<file path="config.mk">
export PLATFORM = sky130hd
export DESIGN_NAME = l2_ahb_in_stg_flat
export DESIGN_NICKNAME = d
export VERILOG_FILES = /design/src/rtl/l2_ahb_pkg.sv /design/src/rtl/l2_ahb_in_stg_if.sv /design/src/rtl/l2_ahb_in_hold.sv /design/src/rtl/l2_ahb_in_stg.sv /design/src/flat_wrapper.sv
export SDC_FILE = /design/constraint.sdc
export NUM_CORES = 1
export LEC_CHECK = 0
export ABC_AREA = 1
export CAP_MARGIN = 0
export CELL_PAD_IN_SITES_DETAIL_PLACEMENT = 0
export CELL_PAD_IN_SITES_GLOBAL_PLACEMENT = 1
export CORE_ASPECT_RATIO = 2
export CORE_MARGIN = 1.5
export CORE_UTILIZATION = 27
export DETAILED_ROUTE_END_ITERATION = 12
export GPL_ROUTABILITY_DRIVEN = 0
export PLACE_DENSITY = 0.82
export SYNTH_ARGS = -nofsm -noshare
export SYNTH_HDL_FRONTEND = slang
export SYNTH_HIERARCHICAL = 1
export SYNTH_SLANG_ARGS = --single-unit
</file>
<file path="constraint.sdc">
create_clock -name HCLK -period 1.62 [get_ports HCLK]
set_clock_uncertainty 0.2 [all_clocks]
set_input_delay 0.324 -clock HCLK [delete_from_list [all_inputs] [get_ports HCLK]]
set_output_delay 0.324 -clock HCLK [all_outputs]
set_load 0.01 [all_outputs]
</file>
<file path="src/rtl/l2_ahb_pkg.sv">
// Shared AHB encodings and input-stage types for the L2 bus matrix.
package l2_ahb_pkg;

  localparam logic [1:0] TRN_IDLE   = 2'b00;
  localparam logic [1:0] TRN_BUSY   = 2'b01;
  localparam logic [1:0] TRN_NONSEQ = 2'b10;
  localparam logic [1:0] TRN_SEQ    = 2'b11;

  localparam logic [2:0] BST_SINGLE = 3'd0;
  localparam logic [2:0] BST_INCR   = 3'd1;
  localparam logic [2:0] BST_WRAP4  = 3'd2;
  localparam logic [2:0] BST_INCR4  = 3'd3;
  localparam logic [2:0] BST_WRAP8  = 3'd4;
  localparam logic [2:0] BST_INCR8  = 3'd5;
  localparam logic [2:0] BST_WRAP16 = 3'd6;
  localparam logic [2:0] BST_INCR16 = 3'd7;

  localparam logic RSP_OKAY  = 1'b0;
  localparam logic RSP_ERROR = 1'b1;

  typedef enum logic [1:0] {
    ST_IDLE = 2'd0,
    ST_PEND = 2'd1,
    ST_DATA = 2'd2
  } in_state_e;

  // Address-phase control, excluding the address itself.
  typedef struct packed {
    logic [1:0] trans;
    logic       write;
    logic [2:0] size;
    logic [2:0] burst;
    logic [3:0] prot;
    logic       lock;
  } ahb_ctrl_t;

endpackage

</file>
<file path="src/rtl/l2_ahb_in_stg_if.sv">
// Bus bundle between one AHB master, the input stage and the output-stage arbiter.
interface l2_ahb_in_stg_if #(
  parameter int ADDR_W = 32,
  parameter int WCNT_W = 8
);
  logic              HSELS;
  logic [ADDR_W-1:0] HADDRS;
  logic [1:0]        HTRANSS;
  logic              HWRITES;
  logic [2:0]        HSIZES;
  logic [2:0]        HBURSTS;
  logic [3:0]        HPROTS;
  logic              HMASTLOCKS;
  logic              HREADYS;
  logic              HREADYOUTS;
  logic              HRESPS;
  logic              req_port;
  logic              sel_m;
  logic [ADDR_W-1:0] addr_m;
  logic [1:0]        trans_m;
  logic              write_m;
  logic [2:0]        size_m;
  logic [2:0]        burst_m;
  logic [3:0]        prot_m;
  logic              lock_m;
  logic              grant_m;
  logic              readyout_m;
  logic              resp_m;
  logic              data_active;
  logic [WCNT_W-1:0] pend_cycles;

  // The environment: master plus arbiter/slave side.
  modport master (
    output HSELS, HADDRS, HTRANSS, HWRITES, HSIZES, HBURSTS, HPROTS, HMASTLOCKS,
    output HREADYS, grant_m, readyout_m, resp_m,
    input  HREADYOUTS, HRESPS, req_port, sel_m, addr_m, trans_m, write_m,
    input  size_m, burst_m, prot_m, lock_m, data_active, pend_cycles
  );

  // The input stage itself.
  modport slave (
    input  HSELS, HADDRS, HTRANSS, HWRITES, HSIZES, HBURSTS, HPROTS, HMASTLOCKS,
    input  HREADYS, grant_m, readyout_m, resp_m,
    output HREADYOUTS, HRESPS, req_port, sel_m, addr_m, trans_m, write_m,
    output size_m, burst_m, prot_m, lock_m, data_active, pend_cycles
  );
endinterface

</file>
<file path="src/rtl/l2_ahb_in_hold.sv">
// Capture/replay register bank for a stalled address phase, with the live/held output mux.
module l2_ahb_in_hold
  import l2_ahb_pkg::*;
#(
  parameter int ADDR_W = 32
) (
  input  logic              i_clk,
  input  logic              i_srst,
  input  logic              i_en,
  input  logic              i_sel,
  input  logic              i_hsel,
  input  logic [ADDR_W-1:0] i_addr,
  input  ahb_ctrl_t         i_ctrl,
  output logic              o_sel,
  output logic [ADDR_W-1:0] o_addr,
  output ahb_ctrl_t         o_ctrl
);

  logic [ADDR_W-1:0] r_addr;
  ahb_ctrl_t         r_ctrl;

  // All-zero control means trans=IDLE, so a reset bank never looks like a request.
  always_ff @(posedge i_clk) begin
    if (i_srst) begin
      r_addr <= '0;
      r_ctrl <= '0;
    end else if (i_en) begin
      r_addr <= i_addr;
      r_ctrl <= i_ctrl;
    end
  end

  assign o_sel  = i_sel ? 1'b1   : i_hsel;
  assign o_addr = i_sel ? r_addr : i_addr;
  assign o_ctrl = i_sel ? r_ctrl : i_ctrl;

endmodule

</file>
<file path="src/rtl/l2_ahb_in_stg.sv">
// Per-master input stage: holds an ungranted address phase, stalls the master, replays on grant.
module l2_ahb_in_stg
  import l2_ahb_pkg::*;
#(
  parameter int ADDR_W = 32,
  parameter int WCNT_W = 8
) (
  input logic           HCLK,
  input logic           HRESET,
  l2_ahb_in_stg_if.slave bus
);

  in_state_e         r_state;
  in_state_e         w_state_next;
  logic [WCNT_W-1:0] r_pend_cnt;
  logic [WCNT_W-1:0] w_pend_cnt_next;
  logic              w_new_tran;
  logic              w_capture;
  logic              w_pend;
  ahb_ctrl_t         w_ctrl_live;
  ahb_ctrl_t         w_ctrl_m;

  assign w_new_tran  = bus.HSELS & bus.HTRANSS[1] & bus.HREADYS;
  assign w_pend      = (r_state == ST_PEND);
  assign w_ctrl_live = {bus.HTRANSS, bus.HWRITES, bus.HSIZES, bus.HBURSTS,
                        bus.HPROTS, bus.HMASTLOCKS};

  always_ff @(posedge HCLK) begin
    if (HRESET) begin
      r_state    <= ST_IDLE;
      r_pend_cnt <= '0;
    end else begin
      r_state    <= w_state_next;
      r_pend_cnt <= w_pend_cnt_next;
    end
  end

  // A new_tran seen while pending is impossible on a compliant bus and is ignored.
  always_comb begin
    w_state_next = r_state;
    w_capture    = 1'b0;
    case (r_state)
      ST_IDLE: begin
        if (w_new_tran) begin
          if (bus.grant_m) begin
            w_state_next = ST_DATA;
          end else begin
            w_state_next = ST_PEND;
            w_capture    = 1'b1;
          end
        end
      end
      ST_PEND: begin
        if (bus.grant_m) w_state_next = ST_DATA;
      end
      ST_DATA: begin
        if (bus.readyout_m) begin
          if (!w_new_tran) begin
            w_state_next = ST_IDLE;
          end else if (!bus.grant_m) begin
            w_state_next = ST_PEND;
            w_capture    = 1'b1;
          end
        end
      end
      default: w_state_next = ST_IDLE;
    endcase
  end

  always_comb begin
    w_pend_cnt_next = r_pend_cnt;
    if (w_capture) begin
      w_pend_cnt_next = '0;
    end else if (w_pend && (r_pend_cnt != {WCNT_W{1'b1}})) begin
      w_pend_cnt_next = r_pend_cnt + 1'b1;
    end
  end

  l2_ahb_in_hold #(
    .ADDR_W (ADDR_W)
  ) u_hold (
    .i_clk  (HCLK),
    .i_srst (HRESET),
    .i_en   (w_capture),
    .i_sel  (w_pend),
    .i_hsel (bus.HSELS),
    .i_addr (bus.HADDRS),
    .i_ctrl (w_ctrl_live),
    .o_sel  (bus.sel_m),
    .o_addr (bus.addr_m),
    .o_ctrl (w_ctrl_m)
  );

  assign bus.trans_m     = w_ctrl_m.trans;
  assign bus.write_m     = w_ctrl_m.write;
  assign bus.size_m      = w_ctrl_m.size;
  assign bus.burst_m     = w_ctrl_m.burst;
  assign bus.prot_m      = w_ctrl_m.prot;
  assign bus.lock_m      = w_ctrl_m.lock;

  assign bus.req_port    = w_pend | w_new_tran;
  assign bus.data_active = (r_state == ST_DATA);
  assign bus.HREADYOUTS  = (r_state == ST_PEND) ? 1'b0 :
                           (r_state == ST_DATA) ? bus.readyout_m : 1'b1;
  assign bus.HRESPS      = (r_state == ST_DATA) ? bus.resp_m : RSP_OKAY;
  assign bus.pend_cycles = r_pend_cnt;

endmodule
</file>
<file path="src/flat_wrapper.sv">
// flat-port wrapper written by rule: the top's interface ports become plain ports
module l2_ahb_in_stg_flat import l2_ahb_pkg::*;
#(
  parameter int ADDR_W = 32,
  parameter int WCNT_W = 8
)
  (HCLK, HRESET, bus_HSELS, bus_HADDRS, bus_HTRANSS, bus_HWRITES, bus_HSIZES, bus_HBURSTS, bus_HPROTS, bus_HMASTLOCKS, bus_HREADYS, bus_grant_m, bus_readyout_m, bus_resp_m, bus_HREADYOUTS, bus_HRESPS, bus_req_port, bus_sel_m, bus_addr_m, bus_trans_m, bus_write_m, bus_size_m, bus_burst_m, bus_prot_m, bus_lock_m, bus_data_active, bus_pend_cycles);
  l2_ahb_in_stg_if #(.ADDR_W(ADDR_W), .WCNT_W(WCNT_W)) bus_i ();
  input logic HCLK;
  input logic HRESET;
  input wire logic [$bits(bus_i.HSELS)-1:0] bus_HSELS;
  input wire logic [$bits(bus_i.HADDRS)-1:0] bus_HADDRS;
  input wire logic [$bits(bus_i.HTRANSS)-1:0] bus_HTRANSS;
  input wire logic [$bits(bus_i.HWRITES)-1:0] bus_HWRITES;
  input wire logic [$bits(bus_i.HSIZES)-1:0] bus_HSIZES;
  input wire logic [$bits(bus_i.HBURSTS)-1:0] bus_HBURSTS;
  input wire logic [$bits(bus_i.HPROTS)-1:0] bus_HPROTS;
  input wire logic [$bits(bus_i.HMASTLOCKS)-1:0] bus_HMASTLOCKS;
  input wire logic [$bits(bus_i.HREADYS)-1:0] bus_HREADYS;
  input wire logic [$bits(bus_i.grant_m)-1:0] bus_grant_m;
  input wire logic [$bits(bus_i.readyout_m)-1:0] bus_readyout_m;
  input wire logic [$bits(bus_i.resp_m)-1:0] bus_resp_m;
  output wire logic [$bits(bus_i.HREADYOUTS)-1:0] bus_HREADYOUTS;
  output wire logic [$bits(bus_i.HRESPS)-1:0] bus_HRESPS;
  output wire logic [$bits(bus_i.req_port)-1:0] bus_req_port;
  output wire logic [$bits(bus_i.sel_m)-1:0] bus_sel_m;
  output wire logic [$bits(bus_i.addr_m)-1:0] bus_addr_m;
  output wire logic [$bits(bus_i.trans_m)-1:0] bus_trans_m;
  output wire logic [$bits(bus_i.write_m)-1:0] bus_write_m;
  output wire logic [$bits(bus_i.size_m)-1:0] bus_size_m;
  output wire logic [$bits(bus_i.burst_m)-1:0] bus_burst_m;
  output wire logic [$bits(bus_i.prot_m)-1:0] bus_prot_m;
  output wire logic [$bits(bus_i.lock_m)-1:0] bus_lock_m;
  output wire logic [$bits(bus_i.data_active)-1:0] bus_data_active;
  output wire logic [$bits(bus_i.pend_cycles)-1:0] bus_pend_cycles;
  assign bus_i.HSELS = bus_HSELS;
  assign bus_i.HADDRS = bus_HADDRS;
  assign bus_i.HTRANSS = bus_HTRANSS;
  assign bus_i.HWRITES = bus_HWRITES;
  assign bus_i.HSIZES = bus_HSIZES;
  assign bus_i.HBURSTS = bus_HBURSTS;
  assign bus_i.HPROTS = bus_HPROTS;
  assign bus_i.HMASTLOCKS = bus_HMASTLOCKS;
  assign bus_i.HREADYS = bus_HREADYS;
  assign bus_i.grant_m = bus_grant_m;
  assign bus_i.readyout_m = bus_readyout_m;
  assign bus_i.resp_m = bus_resp_m;
  assign bus_HREADYOUTS = bus_i.HREADYOUTS;
  assign bus_HRESPS = bus_i.HRESPS;
  assign bus_req_port = bus_i.req_port;
  assign bus_sel_m = bus_i.sel_m;
  assign bus_addr_m = bus_i.addr_m;
  assign bus_trans_m = bus_i.trans_m;
  assign bus_write_m = bus_i.write_m;
  assign bus_size_m = bus_i.size_m;
  assign bus_burst_m = bus_i.burst_m;
  assign bus_prot_m = bus_i.prot_m;
  assign bus_lock_m = bus_i.lock_m;
  assign bus_data_active = bus_i.data_active;
  assign bus_pend_cycles = bus_i.pend_cycles;
  l2_ahb_in_stg #(.ADDR_W(ADDR_W), .WCNT_W(WCNT_W)) u_core (.HCLK(HCLK), .HRESET(HRESET), .bus(bus_i));
endmodule
</file>
==> flow_metrics.tcl <==
set metrics [dict create \
    clock_path_buffers 2 \
    die_x_um 78.7 \
    area_delta_synth_final_pct 115 \
    worst_slack_ns -0.372 \
    r2r_cells 13 \
    dr_total_vias 3884 \
    clkLatencyLatePin_ns 0.30 \
    initial_utilization_pct 27.6 \
    yosys_register_bits 56 \
    hp-class "reg -> reg" \
    grtUsageTotal_pct 20.4 \
    dp_cells 797 \
    vdd_drop_max_uv 450 \
    nets 759 \
    netlist_instances 500 \
    wl_um 12600 \
    ys_warn_count 6 \
    synth_area_leaders "dfxtp_1 36%, nand2_1 20%, nor2_1 13%, o21ai_0 7.3%, inv_1 7.2%" \
    end_kind "output port" \
    fmax_mhz 502 \
    antenna_cells_inserted 0 \
    synth_area_per_cell_um2 6.18 \
    synthesis.area_um2 3090 \
    finalCritPeriodShare_pct 123 \
    synth.distinct_cells 28 \
    clk_pin_slew_ns 0.08 \
    io_buffer_count 111 \
    post-place-ws_ns -0.526 \
    cp-start-kind "flip-flop" \
    hold_viol_final 0 \
    yosysTopAreaCell "dfxtp_1" \
    crit_required_ns 1.10 \
    setup_viol 105 \
    dpl.hpwl_um 6760 \
    layout_common_cells "103 x nand2_1, 63 x buf_4, 63 x nor2_1, 58 x inv_1, 52 x dfxtp_1" \
    rr_startpoint "u_core/r_state[1]" \
    report.final.slew_viol_count 0 \
    synth_nets 554 \
    place_area_um2 5090 \
    grt_pass1_vias 3942 \
    slew-limit-headroom_pct 83.9 \
    path_common_cell "buf_12" \
    failed_checks "setup timing" \
    dieArea_um2 12100 \
    core_um2 11200 \
    ios 112 \
    fin_cells 848 \
    tightest_slew_ns 0.241 \
    crit_fanout 8 \
    die_h_um 154 \
    grt_antenna_before_repair 0 \
    r2r-end "u_core/u_hold/r_addr[4]" \
    critical_path_class "reg -> out" \
    drc 0 \
    cts_made_buffers 5 \
    r2r_slack_ns -0.27 \
    postCtsHoldBufs 0 \
    layout-drive-gt1-share_pct 50.6 \
    wire_per_inst_um 14.8 \
    p_leak_nw 3.15 \
    worst_path_max_delay_cell "dfxtp_4" \
    htreeDepth 2 \
    fillers 969 \
    power.density_nw_per_um2 570 \
    drt_iter0_drc 104 \
    worstPathArrival_ns 1.47 \
    crit_chain "inv_4 > nand2_8 > clkinv_16 > buf_12 > buf_12 > nand2_4 > o21ai_4 > buf_6" \
    num_rows 55 \
    rsz0062_at_grt "true" \
    multiInputGateArea_um2 2450 \
    dr.pass1.iters 4 \
    ant_nets 0 \
    cts_tree "built" \
    via_per_inst 4.58 \
    grt_pass1_wl_um 19200 \
    mostFrequentLayoutCell "nand2_1" \
    grt_overflow 0 \
    crit_start "u_core/r_state[1]" \
    setup.worst_path.end "bus_addr_m[21]" \
    cts.sinks 56 \
    fin_crit_ns 1.99 \
    grt_max_degree 47 \
    synth-seq-area-share_pct 36.3 \
    seq_area_um2 1130 \
    status "finished with violations" \
    synth_top_area_share_pct 36.3 \
    min_path_cells 2 \
    cp_slowest_stage_delay_ns 0.36 \
    stdcell_area_um2 6630 \
    maxCapViolations 0 \
    root_buffer "clkbuf_16" \
]
==> report_power, final <==
part / internal [W] / total (W) / switching [W]
combinational: 0.000650 / 0.00114 / 0.000493
sequential: 0.00142 / 0.00148 / 0.0000552
clock: 0.000621 / 0.00116 / 0.000536
total: 0.00270 / 0.00378 / 0.00108
==> routing by layer <==
metal	global-route usage [%]	vias to the layer above	wire length, um
met5	0	-	0
met4	9.10	0	571
met3	2.12	40	384
met1	19.5	1822	4150
li1	-	1915	-
met2	41.5	107	7460
==> cell usage after synthesis <==
| library cell | instances |
|---|---|
| nand2_1 | 165 |
| nor2_1 | 110 |
| inv_1 | 59 |
| dfxtp_1 | 56 |
| o21ai_0 | 45 |
| buf_6 | 12 |
| nand3_1 | 7 |
| buf_2 | 5 |
| buf_4 | 4 |
| inv_2 | 4 |
| nand2_2 | 4 |
| nand4_1 | 4 |
| a21oi_2 | 3 |
| nor2_2 | 3 |
| nor2_4 | 3 |
| clkbuf_1 | 2 |
| clkbuf_2 | 2 |
| nand2_4 | 2 |
| a21oi_1 | 1 |
| a31oi_1 | 1 |
| and3_1 | 1 |
| ha_1 | 1 |
| inv_4 | 1 |
| nand3_2 | 1 |
| nand3b_1 | 1 |
| nor3_4 | 1 |
| o21ai_1 | 1 |
| or2_2 | 1 |
==> critical path, delay by kind of cell, from the launching register on <==
kind	cells	cell delay, ns
AO/OA/AOI/OAI	1	0.05
buffers and inverters	5	0.56
AND/OR/NAND/NOR	2	0.18
flip-flops	1	0.36
==> how the worst min path moves through the flow <==
| stage | endpoint | start |
|---|---|---|
| 2_1_floorplan | u_core/r_state[0] | HRESET |
| 3_3_place_gp | u_core/u_hold/r_addr[4] | u_core/u_hold/r_addr[4] |
| 3_5_place_dp | u_core/u_hold/r_addr[4] | u_core/u_hold/r_addr[4] |
| 4_1_cts | u_core/u_hold/r_addr[11] | u_core/u_hold/r_addr[11] |
| 5_1_grt | u_core/u_hold/r_addr[2] | u_core/u_hold/r_addr[2] |
| 6_report | u_core/u_hold/r_addr[7] | u_core/u_hold/r_addr[7] |
==> final cells by class <==
class	instances	share of cell area (%)
timing repair buffer	222	36.7
inverter	64	3.89
multi-input combinational	355	36.9
clock buffer	6	2.09
tap	142	2.68
clock inverter	2	0.208
timing repair inverter	1	0.453
sequential	56	17.1
==> metrics by stage <==
stage                     hold slack, ns  total power (W)  setup TNS (ns)  util, %
final                              0.284          0.00378          -22.93     59.1
after global placement             0.257          0.00234          -45.87     45.4
after CTS                          0.275          0.00372          -25.21     57.1
after floorplan                    0.189          0.00189          -0.131        -
after detailed placement           0.262          0.00236          -46.67     45.4
after global routing               0.300          0.00394          -29.19     59.1
==> cell families after synthesis <==
group | share of synthesized area [%]
simple gates | 40.1
flops | 36.3
compound gates | 8.66
buf+inv | 14.6
fa+ha+maj | 0.405
==> timing repair <==
action / 4_1_cts / 5_1_grt
buffers inserted: 23 / 10
pin swaps: 89 / 37
setup endpoints to repair: 113 / 107
cloned: 20 / 5
gates resized for setup: 392 / 85
==> state kept, by name, summed over array words and instances, names as in the netlist <==
name                    count
u_core/u_hold/r_addr       32
u_core/u_hold/r_ctrl       14
u_core/bus.pend_cycles      8
u_core/r_state              2
No activity file was read; power rests on OpenSTA's default activity.
